File: src/rtl/pattern_count_pkg.sv
// Shared types and helpers for the pattern-count engine.
// Latency: n/a (types, constants and constant functions only).
// Backpressure: n/a.
package pattern_count_pkg;

    typedef enum logic [3:0] {
        PCE_IDLE,
        PCE_RD_PAT,
        PCE_RD_MASK,
        PCE_RD_DATA,
        PCE_DRAIN,
        PCE_WR_CTB,
        PCE_WR_CTO,
        PCE_WR_CTS,
        PCE_DONE
    } pce_state_e;

    // Word offsets of the three results from the result base address.
    localparam int CTB_OFS = 0;
    localparam int CTO_OFS = 1;
    localparam int CTS_OFS = 2;

    // Counter width able to hold every window of the full bitstream.
    function automatic int pce_cnt_w(input int n_bytes, input int data_w);
        return $clog2(n_bytes * data_w + 1);
    endfunction

    // Clamp a count to the largest value a data_w-bit memory word can hold.
    function automatic int unsigned sat_to_data(input int unsigned cnt, input int unsigned data_w);
        int unsigned lim;
        lim = (data_w >= 32) ? 32'hFFFF_FFFF : ((32'd1 << data_w) - 32'd1);
        return (cnt > lim) ? lim : cnt;
    endfunction

endpackage

File: src/rtl/byte_window_matcher.sv
// Counts masked pattern matches inside one byte and across the previous-byte boundary.
// Latency: purely combinational, zero cycles.
// Backpressure: none; the caller decides when the result is consumed.
module byte_window_matcher #(
    parameter int DATA_W = 8,
    parameter int PAT_W  = 5,
    parameter int TAIL_W = (PAT_W > 1) ? PAT_W - 1 : 1,
    parameter int BW     = $clog2(DATA_W + 1)
) (
    input  logic [DATA_W-1:0] byte_i,
    input  logic [TAIL_W-1:0] tail_i,
    input  logic [PAT_W-1:0]  pat_i,
    input  logic [PAT_W-1:0]  mask_i,
    output logic [BW-1:0]     in_cnt_o,
    output logic              any_o,
    output logic [BW-1:0]     str_cnt_o
);

    // Previous byte's last bits sit above the current byte, so stream order is MSB first.
    localparam int CW = (PAT_W > 1) ? DATA_W + PAT_W - 1 : DATA_W;

    logic [CW-1:0]    cat;
    logic [PAT_W-1:0] win;

    if (PAT_W > 1) begin : g_cat
        assign cat = {tail_i, byte_i};
    end else begin : g_nocat
        assign cat = byte_i;
    end

    // Low windows lie wholly inside the byte; the top PAT_W-1 windows reach into the tail.
    always_comb begin
        in_cnt_o  = '0;
        str_cnt_o = '0;
        win       = '0;
        for (int k = 0; k <= DATA_W - PAT_W; k++) begin
            win = PAT_W'(cat >> k);
            if (((win ^ pat_i) & mask_i) == '0) begin
                in_cnt_o = in_cnt_o + BW'(1);
            end
        end
        for (int k = DATA_W - PAT_W + 1; k < DATA_W; k++) begin
            win = PAT_W'(cat >> k);
            if (((win ^ pat_i) & mask_i) == '0) begin
                str_cnt_o = str_cnt_o + BW'(1);
            end
        end
    end

    assign any_o = (in_cnt_o != '0);

endmodule

File: src/rtl/pattern_count_engine.sv
// Reads a pattern and a string from memory, counts in-byte/byte-hit/stream matches, writes them back.
// Latency: done rises N_BYTES+6 cycles after start is sampled (N_BYTES+7 with PCE_MASK_EN defined).
// Backpressure: none; memory answers every read one cycle later and accepts every write.
module pattern_count_engine
    import pattern_count_pkg::*;
#(
    parameter int DATA_W    = 8,
    parameter int PAT_W     = 5,
    parameter int N_BYTES   = 32,
    parameter int ADDR_W    = 8,
    parameter int DATA_BASE = 0,
    parameter int PAT_ADDR  = 32,
    parameter int RES_ADDR  = 33,
    parameter int MASK_ADDR = 36,
    parameter int CNT_W     = pce_cnt_w(N_BYTES, DATA_W)
) (
    input  logic              clk,
    input  logic              reset,
    input  logic              start,
    output logic              done,
    output logic              busy,
    output logic [ADDR_W-1:0] mem_addr,
    input  logic [DATA_W-1:0] mem_rdata,
    output logic              mem_we,
    output logic [DATA_W-1:0] mem_wdata,
    output logic [CNT_W-1:0]  ctb,
    output logic [CNT_W-1:0]  cto,
    output logic [CNT_W-1:0]  cts
);

    localparam int IDX_W  = $clog2(N_BYTES + 1);
    localparam int TAIL_W = (PAT_W > 1) ? PAT_W - 1 : 1;
    localparam int BW     = $clog2(DATA_W + 1);

    pce_state_e        state_q, state_d;
    logic [IDX_W-1:0]  idx_q, idx_d;
    logic [PAT_W-1:0]  pat_q, pat_d;
    logic [TAIL_W-1:0] tail_q, tail_d;
    logic              have_tail_q, have_tail_d;
    logic [CNT_W-1:0]  ctb_q, ctb_d, cto_q, cto_d, cts_q, cts_d;
    logic [PAT_W-1:0]  mask_eff;
    logic              byte_vld;
    logic [BW-1:0]     in_cnt, str_cnt;
    logic              any_match;

`ifdef PCE_MASK_EN
    logic [PAT_W-1:0]  mask_q, mask_d;
    assign mask_eff = mask_q;
`else
    assign mask_eff = '1;
`endif

    byte_window_matcher #(
        .DATA_W (DATA_W),
        .PAT_W  (PAT_W),
        .TAIL_W (TAIL_W),
        .BW     (BW)
    ) u_matcher (
        .byte_i    (mem_rdata),
        .tail_i    (tail_q),
        .pat_i     (pat_q),
        .mask_i    (mask_eff),
        .in_cnt_o  (in_cnt),
        .any_o     (any_match),
        .str_cnt_o (str_cnt)
    );

    // State and datapath registers; reset abandons any run in flight.
    always_ff @(posedge clk) begin
        if (!reset) begin
            state_q     <= PCE_IDLE;
            idx_q       <= '0;
            pat_q       <= '0;
            tail_q      <= '0;
            have_tail_q <= 1'b0;
            ctb_q       <= '0;
            cto_q       <= '0;
            cts_q       <= '0;
`ifdef PCE_MASK_EN
            mask_q      <= '0;
`endif
        end else begin
            state_q     <= state_d;
            idx_q       <= idx_d;
            pat_q       <= pat_d;
            tail_q      <= tail_d;
            have_tail_q <= have_tail_d;
            ctb_q       <= ctb_d;
            cto_q       <= cto_d;
            cts_q       <= cts_d;
`ifdef PCE_MASK_EN
            mask_q      <= mask_d;
`endif
        end
    end

    // Sequencing and count accumulation; read data always belongs to last cycle's address.
    always_comb begin
        state_d     = state_q;
        idx_d       = idx_q;
        pat_d       = pat_q;
        tail_d      = tail_q;
        have_tail_d = have_tail_q;
        ctb_d       = ctb_q;
        cto_d       = cto_q;
        cts_d       = cts_q;
        byte_vld    = 1'b0;
`ifdef PCE_MASK_EN
        mask_d      = mask_q;
`endif
        case (state_q)
            PCE_IDLE, PCE_DONE: begin
                if (start) begin
                    state_d     = PCE_RD_PAT;
                    idx_d       = '0;
                    tail_d      = '0;
                    have_tail_d = 1'b0;
                    ctb_d       = '0;
                    cto_d       = '0;
                    cts_d       = '0;
                end
            end
            PCE_RD_PAT: begin
`ifdef PCE_MASK_EN
                state_d = PCE_RD_MASK;
`else
                state_d = PCE_RD_DATA;
`endif
            end
            PCE_RD_MASK: begin
                // Pattern word arrives while the mask address is out.
                pat_d   = mem_rdata[PAT_W-1:0];
                state_d = PCE_RD_DATA;
            end
            PCE_RD_DATA: begin
                // First data cycle receives the last setup word; later cycles receive byte idx-1.
                if (idx_q == '0) begin
`ifdef PCE_MASK_EN
                    mask_d = mem_rdata[PAT_W-1:0];
`else
                    pat_d  = mem_rdata[PAT_W-1:0];
`endif
                end else begin
                    byte_vld = 1'b1;
                end
                if (idx_q == IDX_W'(N_BYTES - 1)) begin
                    state_d = PCE_DRAIN;
                end
                idx_d = idx_q + IDX_W'(1);
            end
            PCE_DRAIN: begin
                byte_vld = 1'b1;
                state_d  = PCE_WR_CTB;
            end
            PCE_WR_CTB: state_d = PCE_WR_CTO;
            PCE_WR_CTO: state_d = PCE_WR_CTS;
            PCE_WR_CTS: state_d = PCE_DONE;
            default:    state_d = PCE_IDLE;
        endcase

        if (byte_vld) begin
            ctb_d       = ctb_q + CNT_W'(in_cnt);
            cto_d       = cto_q + CNT_W'(any_match);
            cts_d       = cts_q + CNT_W'(in_cnt) + (have_tail_q ? CNT_W'(str_cnt) : '0);
            tail_d      = mem_rdata[TAIL_W-1:0];
            have_tail_d = 1'b1;
        end
    end

    // Memory port decode; address parks at zero outside read and write states.
    always_comb begin
        mem_addr  = '0;
        mem_we    = 1'b0;
        mem_wdata = '0;
        case (state_q)
            PCE_RD_PAT:  mem_addr = ADDR_W'(PAT_ADDR);
            PCE_RD_MASK: mem_addr = ADDR_W'(MASK_ADDR);
            PCE_RD_DATA: mem_addr = ADDR_W'(DATA_BASE) + ADDR_W'(idx_q);
            PCE_WR_CTB: begin
                mem_we    = 1'b1;
                mem_addr  = ADDR_W'(RES_ADDR + CTB_OFS);
                mem_wdata = DATA_W'(sat_to_data(32'(ctb_q), DATA_W));
            end
            PCE_WR_CTO: begin
                mem_we    = 1'b1;
                mem_addr  = ADDR_W'(RES_ADDR + CTO_OFS);
                mem_wdata = DATA_W'(sat_to_data(32'(cto_q), DATA_W));
            end
            PCE_WR_CTS: begin
                mem_we    = 1'b1;
                mem_addr  = ADDR_W'(RES_ADDR + CTS_OFS);
                mem_wdata = DATA_W'(sat_to_data(32'(cts_q), DATA_W));
            end
            default: ;
        endcase
    end

    assign done = (state_q == PCE_DONE);
    assign busy = (state_q != PCE_IDLE) && (state_q != PCE_DONE);
    assign ctb  = ctb_q;
    assign cto  = cto_q;
    assign cts  = cts_q;

endmodule

File: config.mk
export PLATFORM = sky130hd
export DESIGN_NAME = pattern_count_engine
export DESIGN_NICKNAME = d
export VERILOG_FILES = /design/src/rtl/pattern_count_pkg.sv /design/src/rtl/byte_window_matcher.sv /design/src/rtl/pattern_count_engine.sv
export SDC_FILE = /design/constraint.sdc
export NUM_CORES = 1
export LEC_CHECK = 0
export ABC_AREA = 0
export BUFFER_PORTS_ARGS = -buffer_cell sky130_fd_sc_hd__buf_2
export CAP_MARGIN = 40
export CORE_MARGIN = 2
export CORE_UTILIZATION = 43
export DETAILED_ROUTE_END_ITERATION = 6
export PLACE_DENSITY = 0.66
export SLEW_MARGIN = 20
export SYNTH_ARGS = -nofsm -noshare
export SYNTH_HDL_FRONTEND = slang
export SYNTH_SLANG_ARGS = --single-unit
export TNS_END_PERCENT = 50
File: constraint.sdc
create_clock -name clk -period 4.3 [get_ports clk]
set_input_delay 0.645 -clock clk [delete_from_list [all_inputs] [get_ports clk]]
set_output_delay 0.645 -clock clk [all_outputs]
set_load 0.02 [all_outputs]
==> results of run 1 <==
## synthesized netlist by cell type (5+ instances only)
cell | n | share of area (%)
fa_1 | 5 | 2.8
nand2b_1 | 10 | 1.7
xor2_1 | 20 | 4.9
nor2_1 | 30 | 3.1
mux2i_1 | 7 | 1.9
nor3_1 | 13 | 1.8
buf_2 | 6 | 0.84
nand3_1 | 53 | 7.4
xnor2_1 | 28 | 6.8
nand2_1 | 37 | 3.9
dfxtp_1 | 47 | 26
nand3b_1 | 5 | 1.0
and2_1 | 8 | 1.4
inv_1 | 21 | 2.2
a21oi_1 | 40 | 5.6
o21ai_0 | 34 | 4.7
clkbuf_1 | 19 | 2.0
ha_1 | 18 | 6.3
## layout by cell type (no fill, tap or decap), types with 5 or more instances in the layout
cell type,n
xnor2_1,28
xor2_1,20
nor2_1,30
inv_1,20
nand3b_1,5
nor3_1,12
clkbuf_8,6
mux2i_1,7
ha_1,16
buf_2,54
a21oi_1,38
nand2_1,37
and2_1,7
nand3_1,53
buf_4,28
dfxtp_1,45
o21ai_0,34
nand2b_1,10
## routing by layer
metal	vias to the layer above	global-route usage, %	share of wire, %
met3	14	3.00	4.2
li1	1744	-	-
met4	0	6.19	1.3
met1	1683	28.0	46
met5	-	0	0
met2	77	34.0	48
## power breakdown
group | internal, W | switching [W]
Sequential | 0.000463 | 0.0000610
Combinational | 0.000253 | 0.000378
Clock | 0.000132 | 0.000160
Total | 0.000848 | 0.000599
## tightest hold or removal path, cell delays in order (launching register included)
cell and delay, ns:
dfxtp_1 0.33, inv_1 0.07, a21oi_1 0.06
## sequential cells by signal (all words and copies together) (netlist names)
| name | flops |
|---|---|
| state_q | 4 |
| idx_q | 6 |
| cts | 9 |
| tail_q | 4 |
| ctb | 9 |
| cto | 9 |
| have_tail_q | 1 |
| pat_q | 5 |
## how the worst min path moves through the flow
| stage | from | to | slack (ns) | cells past startpoint |
|---|---|---|---|---|
| 2_1_floorplan | tail_q[3]$_SDFFE_PN0P_ | tail_q[3]$_SDFFE_PN0P_ | 0.46 | 2 |
| 3_3_place_gp | have_tail_q$_SDFFE_PN0P_ | have_tail_q$_SDFFE_PN0P_ | 0.47 | 2 |
| 5_1_grt | have_tail_q$_SDFFE_PN0P_ | have_tail_q$_SDFFE_PN0P_ | 0.53 | 2 |
| 6_report | have_tail_q$_SDFFE_PN0P_ | have_tail_q$_SDFFE_PN0P_ | 0.50 | 2 |
| 3_5_place_dp | have_tail_q$_SDFFE_PN0P_ | have_tail_q$_SDFFE_PN0P_ | 0.49 | 2 |
| 4_1_cts | have_tail_q$_SDFFE_PN0P_ | have_tail_q$_SDFFE_PN0P_ | 0.50 | 2 |
## through the flow
step                cells  util (%)  worst slack, ns  hold slack, ns
floorplan             478         -           0.0200           0.460
global placement      628      49.5          -0.0369           0.471
detailed placement    629      49.7           -0.119           0.489
CTS                   637      50.8            0.175           0.501
global route          639      51.6          -0.0234           0.534
finish                639      51.6            0.204           0.502
## cell type report
type,instances,area share [%]
Tap cell,105,3.12
Clock inverter,1,0.208
Multi-Input combinational cell,372,58.3
Clock buffer,7,2.05
Sequential cell,47,22.4
Inverter,23,2.05
Timing Repair Buffer,84,11.9
## logic make-up (layout without fill, tap and decap cells)
group | count (synthesis) | count (layout)
simple gates | 187 | 187
other cells | 1 | 3
compound gates | 103 | 103
mux | 8 | 8
fa+ha+maj | 23 | 23
buf+inv | 59 | 115
xor+xnor | 48 | 48
flops | 47 | 47
## timing repair
item | CTS | global route
setup buffers | 0 | 2
resized for setup | 0 | 10
hold endpoints to repair | 0 | 0
setup endpoints to repair | 0 | 4
==> impl_summary.md, run 1 <==
Outcome
The flow ran to the end, and the final reports show no timing, DRC or antenna violations.

Detailed routing
Dividing the detail-routed via count by the number of cells gives 5.51. In the routed design, unresolved DRC markers number 0. The average wire per standard cell is 14.6 µm. The violation count after the first detailed-routing iteration is 184. The count of nets left with antenna violations once routing finished came out at 0.

The via total after detailed routing is 3518. The wire length reported by the detailed router is 9.34 mm. The number of search-and-repair iterations in the first detailed-routing pass is 5.

GRT
The via count of the first global-routing pass is 3099. The number of antenna violations at the first check in global routing is 0. The global-route wire length before repair is 14.9 mm. The maximum number of pins on one net before global-route repair is 28. The total global routing track utilization is 20.6%. The final global-route overflow total is 0.

Synthesis
The most used flip-flop cell after synthesis is dfxtp_1. The yosys synthesis warning count is 0. The proportion of synthesized area in mux cells is 2.26%.

The share of the Yosys chip area taken by registers is 26.2%. The proportion of synthesized flip-flops having asynchronous set or reset is 0%. The synthesized area is 0.00360 mm².

The synthesized netlist devotes 9.05% of its cell area to adder and majority cells. The cell count after synthesis is 476. Averaged over all synthesized cells, the footprint is 7.55 µm². Counting flops and latches in the post-synthesis netlist gives 47.

The area fraction in and, or, nand and nor cells after synthesis is 26.5%. The synthesized netlist devotes 16.8% of its cell area to compound gates. In this run, distinct cell masters in the synthesized netlist total 54. By area, the combinational part of the netlist is dominated by simple AND/OR/NAND/NOR gates. The number of synthesized flops with an enable pin is 0. The fraction of synthesized cell area in xor and xnor cells is 11.7%.

Power
The completed layout was analyzed and its total power is 0.00145 W. Dividing total power by cell area gives a power density of 343 mW/mm². The largest voltage drop on the vdd net is 324 µV. The static leakage is 1.86 nW.

Clock tree
TritonCTS built the clock tree. The clock insertion delay at the later pin of the skew report is 0.30 ns. The root buffer selected by CTS is clkbuf_8. The total clock buffers created by CTS is 5. The register clock-pin slew on the reported worst setup and hold paths is 0.10 ns. The clock net in this run drives a total of 47 sinks. Counting along the longest clock path gives a buffer depth of 2. After clock tree synthesis, the flow added hold-fix buffers numbering 0. The H-tree was split into 2 levels.

Layout
The number of antenna diodes in the final layout is 0. Of the cells placed in the final design, the portion with a size suffix greater than 1 is 21.7%. The cell area after layout is 0.00422 mm².

In the final layout, flip-flops and latches occupy 943 µm². The signed area change from the synthesized netlist to the final layout is 17.3%. The multi-input combinational cells in the finished layout cover a total of 0.00246 mm². Counting the fill cells in the layout gives 800. The final layout contains 567 nets.

STA
The final setup TNS is 0 ns. The hold violation count in the final report came to 0. The time the worst path needs with I/O delays and setup is 4.10 ns. The worst pin sits at a relative slew slack of 47.9%.

The max-slew violation total from the final report is 0. The top achievable clock speed is 244 MHz. The part of the cycle the worst path needs is 95.3%. The worst-case clock skew is 0.0122 ns.

Setup violations remaining at the end of the flow were counted as 0. The transition at the pin with the smallest max-transition slack is 0.775 ns.

Worst setup path
The worst setup path is captured at a flop. The critical path runs through a total of 19 cells. The worst reg2reg path depth is 17. For the worst setup path, the data arrival time is 4.32 ns. The setup slack of the worst register-to-register path is 0.26 ns.

On the critical path, the stage with the largest delay is an instance of fa_1. Along the worst path, the maximum fanout reaches 3. In this run the critical register-to-register path is captured at cts[5]$_SDFFE_PN0P_. The critical path starts at mem_rdata[1]. The cell family contributing the most delay on the critical path is adder cells. STA classifies the critical path startpoint as a primary input. The launch point of the worst reg-to-reg path is pat_q[0]$_SDFFE_PN0P_.

The largest single stage delay on the critical path is 0.46 ns. STA puts the critical path data required time at 4.52 ns. The endpoint of the worst setup timing path is cts[5]$_SDFFE_PN0P_.

The critical path contains buffers and inverters numbering 3 combined. The critical path goes through buf_2 > xor2_1 > nor2_1 > and4_1 > ha_4 > or3_4 > and2_4 > inv_1 > ha_1 > nand3b_1 > o31ai_4 > inv_2 > fa_1 > ha_2 > fa_2 > a21oi_2 > o21bai_2 > or2_1 > a311oi_2. The critical path is of the in2reg type.

Floorplanning
The floorplan step set the die height to 95.4 µm. For this configuration, the core starts out at a cell density of 44.0%. The floorplan has 33 rows.

The die is 95.4 µm wide. The total die area is 0.00911 mm². Pin placement for this block handled 57 I/O pins. The area of the core is 0.00818 mm².

Placement
At the end of routability-driven placement, the weighted congestion stood at 0.841. In this run the tool buffered the top-level ports with 54 buffer cells. The post-place instance area is 0.00406 mm². The final HPWL from detailed placement is 6.89 mm.

Hold path
The type of the most critical hold path is reg2reg.

Job
Max-cap violations in this run came to 0.
Note: power is estimated with default switching activity, not from simulation.
==> run 2: changes to the inputs <==
HOLD_SLACK_MARGIN = 0.06   (was default)
MAX_ROUTING_LAYER = met4   (was default)
==> run 2 against run 1 <==
Register-to-register slack hardly changed. Global-route usage increased by 0.61 points. Routed wire length about the same. Critical path type unchanged. Sequential cell count unchanged. Cell area is the same. Critical endpoint unchanged. Clock skew decreased by 0.0010 ns. Sequential power about the same. Core utilization unchanged.
==> impl_summary.md, run 2 (synthesis gave the netlist of run 1 again) <==
STA
The worst max-slew margin expressed relative to the limit was 48.2% (+0.21 points). The final setup TNS is 0 ns (unchanged). The time the worst path needs with I/O delays and setup is 4.10 ns (+0.00689 ns).

The top achievable clock speed is 244 MHz (-0.17%). The max-slew violation total from the final report was 0 (unchanged). The final worst hold slack is 0.502 ns (+0.000309 ns).

The worst-case clock skew was 0.0112 ns (-0.000997 ns). The transition at the pin with the smallest max-transition slack is 0.772 ns (-0.00313 ns). The part of the cycle the worst path needs came to 95.4% (+0.16 points). The final worst slack was 0.197 ns (-0.00689 ns).

The count of final setup violators is 0 (unchanged). The hold violation count in the final report is 0 (unchanged).

Floorplanning
The number of placement rows is 33 (unchanged). The vertical extent of the die is 95.4 µm (unchanged). The starting density of the core came to 44.0% (unchanged). The die span in x is 95.4 µm (unchanged). The total die area is 0.00911 mm² (unchanged). The number of placed I/O pins is 57 (unchanged).

The area of the core came to 0.00818 mm² (unchanged).

Worst setup path
The slowest stage of the critical path is the fa_1 cell. STA classifies the critical path startpoint as a primary input. Grouping stages by cell kind, the critical path spends the most delay in adder cells. The worst register-to-register path ends at cts[5]$_SDFFE_PN0P_.

The count of buffer and inverter cells on the critical path was 3 (unchanged). The worst register-to-register path begins at pat_q[0]$_SDFFE_PN0P_. The critical path required time is 4.52 ns (about the same). The critical path goes through buf_2 > xor2_1 > nor2_1 > and4_1 > ha_4 > or3_4 > and2_4 > inv_1 > ha_1 > nand3b_1 > o31ai_4 > inv_2 > fa_1 > ha_2 > fa_2 > a21oi_2 > o21bai_2 > or2_1 > a311oi_2.

The worst setup path is captured at a flop. By startpoint and endpoint, the worst setup path is classified as in2reg. The arrival time at the worst endpoint is 4.32 ns (about the same).

The stage delay of the slowest cell on the critical path is 0.46 ns (about the same). The setup slack of the worst register-to-register path was 0.25 ns (about the same). The worst reg2reg path depth is 17 (unchanged). The maximum fanout encountered on the critical timing path is 3 (unchanged).

Hold path
The path with the worst hold slack has its endpoint at have_tail_q$_SDFFE_PN0P_. The worst hold path begins at have_tail_q$_SDFFE_PN0P_. The instance count along the most critical hold path is 2 (unchanged). The path class of the tightest hold or removal check is reg2reg.

Detailed routing
The wire length reported by the detailed router was 9.34 mm (about the same). The via total after detailed routing came to 3534 (+0.45%). The violation count after the first detailed-routing iteration is 183 (-0.54%).

The number of search-and-repair iterations in the first detailed-routing pass was 5 (unchanged). The average wire per standard cell came to 14.6 µm (about the same). The number of nets with antenna violations after detailed routing is 0 (unchanged). The number of design rule violations left after detail routing is 0 (unchanged). The post-detailed-route via-to-cell ratio was 5.53 (+0.45%).

Clock tree
The clock insertion delay at the later pin of the skew report is 0.30 ns (about the same). The number of levels the H-tree was split into came to 2 (unchanged). The total clock buffers created by CTS is 5 (unchanged). The number of hold buffers added after CTS is 0 (unchanged). The CTS sink count is 47 (unchanged). The root buffer selected by CTS is clkbuf_8.

The register clock-pin slew on the reported worst setup and hold paths is 0.10 ns (about the same). The clock tree from TritonCTS is built. The maximum clock path buffer count came to 2 (unchanged).

GRT
The global-route wire length before repair is 15.0 mm (+0.23%). The final global-route overflow total is 0 (unchanged). The maximum number of pins on one net before global-route repair came to 28 (unchanged).

The number of antenna violations at the first check in global routing is 0 (unchanged). The total global routing track utilization is 21.2% (+0.61 points). The via count of the first global-routing pass is 3086 (-0.42%).

Outcome
The run finished with clean final reports.

Placement
The global placement routability congestion is 0.854 (+1.6%). The worst setup slack after placement came to -0.119 ns (unchanged). The count of buffers from port buffering is 54 (unchanged). The final HPWL from detailed placement was 6.89 mm (unchanged).

Power
The static leakage is 1.86 nW (unchanged). The power consumption was 0.00145 W (about the same). The largest voltage drop on the vdd net came to 327 µV (+0.89%).

The power density normalized to cell area was 343 mW/mm² (about the same).

Layout
The final antenna diode count is 0 (unchanged). Leaving out fill and tap cells, the most frequent cells in the layout are buf_2 (54), nand3_1 (53), dfxtp_1 (45). The most common cell after layout, fill and taps aside is buf_2. The signed area change from the synthesized netlist to the final layout is 17.3% (unchanged).

The share of final-layout standard cells stronger than drive strength 1 is 21.7% (unchanged). The number of nets in the finished design came to 567 (unchanged).

Job
The count of maximum capacitance violations was 0 (unchanged).
[run 2: cell counts in the layout (fill, tap and decap cells not counted)]
No cell type changed its count.
[run 2: final cells by class]
cell class	instances	area, µm²
fillers	800	3960
multi-input cells	372	2460
flip-flops and latches	47	943
repair buffers	84	503
well taps	105	131
clock buffers	7	86.3
inverters	23	86.3
clock inverters	1	8.76
[run 2: how the worst max path moves through the flow]
stage | start | end | cells past startpoint
2_1_floorplan | mem_rdata[3] | cts[5]$_SDFFE_PN0P_ | 19
3_3_place_gp | mem_rdata[3] | cts[5]$_SDFFE_PN0P_ | 19
3_5_place_dp | mem_rdata[3] | cts[7]$_SDFFE_PN0P_ | 20
4_1_cts | pat_q[0]$_SDFFE_PN0P_ | cts[5]$_SDFFE_PN0P_ | 17
5_1_grt | mem_rdata[3] | cts[5]$_SDFFE_PN0P_ | 19
6_report | mem_rdata[1] | cts[5]$_SDFFE_PN0P_ | 19
[run 2: per-stage QoR]
step	utilization (%)	instance area [µm²]	cells
5_1_grt	51.6	4220	639
4_1_cts	50.8	4160	637
3_5_place_dp	49.7	4060	629
2_1_floorplan	-	3630	478
3_3_place_gp	49.5	4050	628
6_report	51.6	4220	639
[run 2: power by group]
group / internal, W / total (W) / switching [W]
sequential: 0.000463 / 0.000524 / 0.0000616
combinational: 0.000253 / 0.000631 / 0.000378
clock: 0.000132 / 0.000292 / 0.000160
[run 2: worst min-delay path, delay by kind of cell, from the launching register on]
| kind | cells | cell delay (ns) |
|---|---|---|
| compound gates | 1 | 0.06 |
| buf+inv | 1 | 0.07 |
| flops | 1 | 0.33 |
[run 2: layer usage]
| metal | vias up | global-route usage [%] | share of wire [%] |
|---|---|---|---|
| met5 | - | - | 0 |
| met4 | 0 | 6.19 | 1.1 |
| met3 | 12 | 2.61 | 4.0 |
| met2 | 76 | 34.0 | 48 |
| met1 | 1698 | 28.3 | 47 |
| li1 | 1748 | - | - |
[run 2: timing repair]
item / 4_1_cts / 5_1_grt
gates resized for setup: 0 / 10
setup buffers: 0 / 2
endpoints found under the setup margin: 0 / 4
==> run 3: changes to the inputs <==
RECOVER_POWER = 100   (was default)
==> run 3 against run 2 <==
Cell area shrank 1.6%. Clock power about the same. Core utilization fell by 0.84 points. Clock skew is essentially flat. First-iteration DRC count grew 10%. Die area is the same. Sequential power is essentially flat. Sequential share of layout area up 0.37 points. Worst hold slack about the same. Routed wire length fell by 0.22%. Combinational power is 2% lower. Clock-buffer cell count did not move.
==> impl_summary.md, run 3 (synthesis gave the netlist of run 1 again) <==
Job
The count of maximum capacitance violations is 0 (unchanged).

GRT
The number of antenna violations at the first check in global routing is 0 (unchanged). The via count of the first global-routing pass is 3086 (unchanged). The global-route wire length before repair is 15.0 mm (unchanged). The total global routing track utilization is 21.2% (unchanged). The maximum number of pins on one net before global-route repair came to 28 (unchanged). The final global-route overflow total is 0 (unchanged).

Worst setup path
The worst reg2reg path depth is 17 (unchanged). The critical path capture point type is a flop. The kind of critical path is in2reg.

The maximum fanout encountered on the critical timing path is 3 (unchanged). The arrival time at the worst endpoint came to 4.32 ns (about the same). The stage delay of the slowest cell on the critical path is 0.46 ns (about the same).

The slowest stage cell on the critical path is fa_1. The critical path required time is 4.52 ns (about the same). Walking the worst path, the cells encountered are buf_2 > xor2_1 > nor2_1 > and4_1 > ha_4 > or3_4 > and2_4 > inv_1 > ha_1 > nand3b_1 > o31ai_4 > inv_2 > fa_1 > ha_2 > fa_2 > a21oi_2 > o21bai_2 > or2_1 > a311oi_2. STA classifies the critical path startpoint as a primary input.

Outcome
The run finished with clean final reports.

STA
The part of the cycle the worst path needs is 95.3% (-0.12 points). The final worst hold slack is 0.502 ns (-0.000349 ns). The worst max-slew margin expressed relative to the limit is 24.0% (-24 points). The top achievable clock speed came to 244 MHz (+0.13%). The worst-case clock skew is 0.0113 ns (+0.000141 ns).

The max-slew violation total from the final report was 0 (unchanged). The hold violation count in the final report is 0 (unchanged). The count of final setup violators was 0 (unchanged).

The transition at the pin with the smallest max-transition slack was 1.14 ns (+0.368 ns). The time the worst path needs with I/O delays and setup was 4.10 ns (-0.00526 ns).

Power
The fraction of power consumed by sequential logic is 36.5% (+0.3 points). The switching part of the total power is 41.7% (+0.26 points). The power density normalized to cell area is 346 mW/mm² (+0.70%).

The largest voltage drop on the vdd net is 326 µV (-0.44%). The reported net switching power is 0.000598 W (-0.32%). The fraction of power consumed by the clock network was 20.3% (about the same). The combinational group share of total power is 43.2% (-0.4 points). The design internal power was 0.000836 W (-1.4%). The static leakage is 1.66 nW (-10%). The power consumption is 0.00143 W (-0.94%).

Placement
The count of buffers from port buffering is 54 (unchanged). The final HPWL from detailed placement came to 6.89 mm (unchanged). The post-place instance area is 0.00406 mm² (unchanged).

The global placement routability congestion is 0.854 (unchanged).

Floorplanning
The die span in x came to 95.4 µm (unchanged). The starting density of the core is 44.0% (unchanged). The vertical extent of the die is 95.4 µm (unchanged). The area of the core is 0.00818 mm² (unchanged). The number of placement rows is 33 (unchanged). The total die area is 0.00911 mm² (unchanged).

The number of placed I/O pins is 57 (unchanged).

Detailed routing
The average wire per standard cell is 14.6 µm (-0.22%). The number of search-and-repair iterations in the first detailed-routing pass is 5 (unchanged). The via total after detailed routing came to 3508 (-0.74%). The post-detailed-route via-to-cell ratio is 5.49 (-0.74%). The number of nets with antenna violations after detailed routing is 0 (unchanged). The violation count after the first detailed-routing iteration is 202 (+10%).

The number of design rule violations left after detail routing is 0 (unchanged). The wire length reported by the detailed router came to 9.32 mm (-0.22%).

Clock tree
The total clock buffers created by CTS is 5 (unchanged). The clock tree from TritonCTS is built. The clock insertion delay at the later pin of the skew report is 0.30 ns (about the same). CTS placed an instance of clkbuf_8 at the clock tree root. The number of levels the H-tree was split into was 2 (unchanged). The maximum clock path buffer count came to 2 (unchanged). The register clock-pin slew on the reported worst setup and hold paths is 0.10 ns (about the same). The CTS sink count is 47 (unchanged). The number of hold buffers added after CTS is 0 (unchanged).

Layout
Leaving out fill and tap cells, the most frequent cells in the layout are nand3_1 (53), clkbuf_1 (46), dfxtp_1 (45). The final core utilization is 50.7% (-0.84 points). The final antenna diode count is 0 (unchanged). The share of final-layout standard cells stronger than drive strength 1 came to 12.9% (-8.8 points). Compared with the post-synthesis result, the final layout area differs by 15.3%. The number of nets in the finished design is 567 (unchanged). The cell area after layout is 0.00415 mm² (-1.6%).

The fill cell instance count of the final layout is 826 (+3.3%). The most common cell after layout, fill and taps aside is nand3_1.

Hold path
The type of the most critical hold path is reg2reg. The instance count along the most critical hold path is 2 (unchanged).
-- run 3: changes by cell type in the layout (fill, tap and decap cells not counted), sizes merged --
cell / before / now
buf: 84 / 37
clkbuf: 7 / 54
-- run 3: metrics by stage --
step / TNS, ns / cells / worst slack, ns
global placement: -0.0572 / 628 / -0.0369
global route: -0.0223 / 639 / -0.0223
floorplan: 0 / 478 / 0.0200
finish: 0 / 639 / 0.202
CTS: 0 / 637 / 0.175
detailed placement: -0.235 / 629 / -0.119
-- run 3: final timing paths --
check | end | start | slack, ns
hold / removal | have_tail_q$_SDFFE_PN0P_ | have_tail_q$_SDFFE_PN0P_ | 0.50
hold reg to reg | have_tail_q$_SDFFE_PN0P_ | have_tail_q$_SDFFE_PN0P_ | 0.50
setup / recovery | cts[5]$_SDFFE_PN0P_ | mem_rdata[1] | 0.20
setup reg to reg | cts[5]$_SDFFE_PN0P_ | pat_q[0]$_SDFFE_PN0P_ | 0.26
-- run 3: critical path: cells and delay by family --
kind	cells	cell delay [ns]
simple gates	6	1.28
buf+inv	3	0.24
xor+xnor	1	0.14
compound gates	4	0.57
fa+ha+maj	5	1.44
-- run 3: layer usage --
layer | part of all wire [%] | track usage [%]
met4 | 1.5 | 6.19
met2 | 47 | 34.0
met1 | 46 | 28.3
met5 | 0 | -
met3 | 4.7 | 2.61
-- run 3: final cells by class --
| type | count | area, µm² | share of cell area, % |
|---|---|---|---|
| multi-input cells | 372 | 2450 | 59.1 |
| flip-flops and latches | 47 | 943 | 22.7 |
| repair buffers | 84 | 442 | 10.6 |
| well taps | 105 | 131 | 3.17 |
| clock buffers | 7 | 86.3 | 2.08 |
| inverters | 23 | 86.3 | 2.08 |
| clock inverters | 1 | 8.76 | 0.211 |
-- run 3: power by group through the flow --
stage          combinational, W  sequential, W  clock [W]
2_1_floorplan          0.000509       0.000486          0
3_3_place_gp           0.000603       0.000529          0
3_5_place_dp           0.000615       0.000531          0
4_1_cts                0.000618       0.000521   0.000301
5_1_grt                0.000697       0.000530   0.000315
6_report               0.000619       0.000524   0.000291
-- run 3: repair_timing --
action / in CTS / in global routing
buffers inserted: 0 / 2
resized for setup: 0 / 10
setup endpoints to repair: 0 / 4
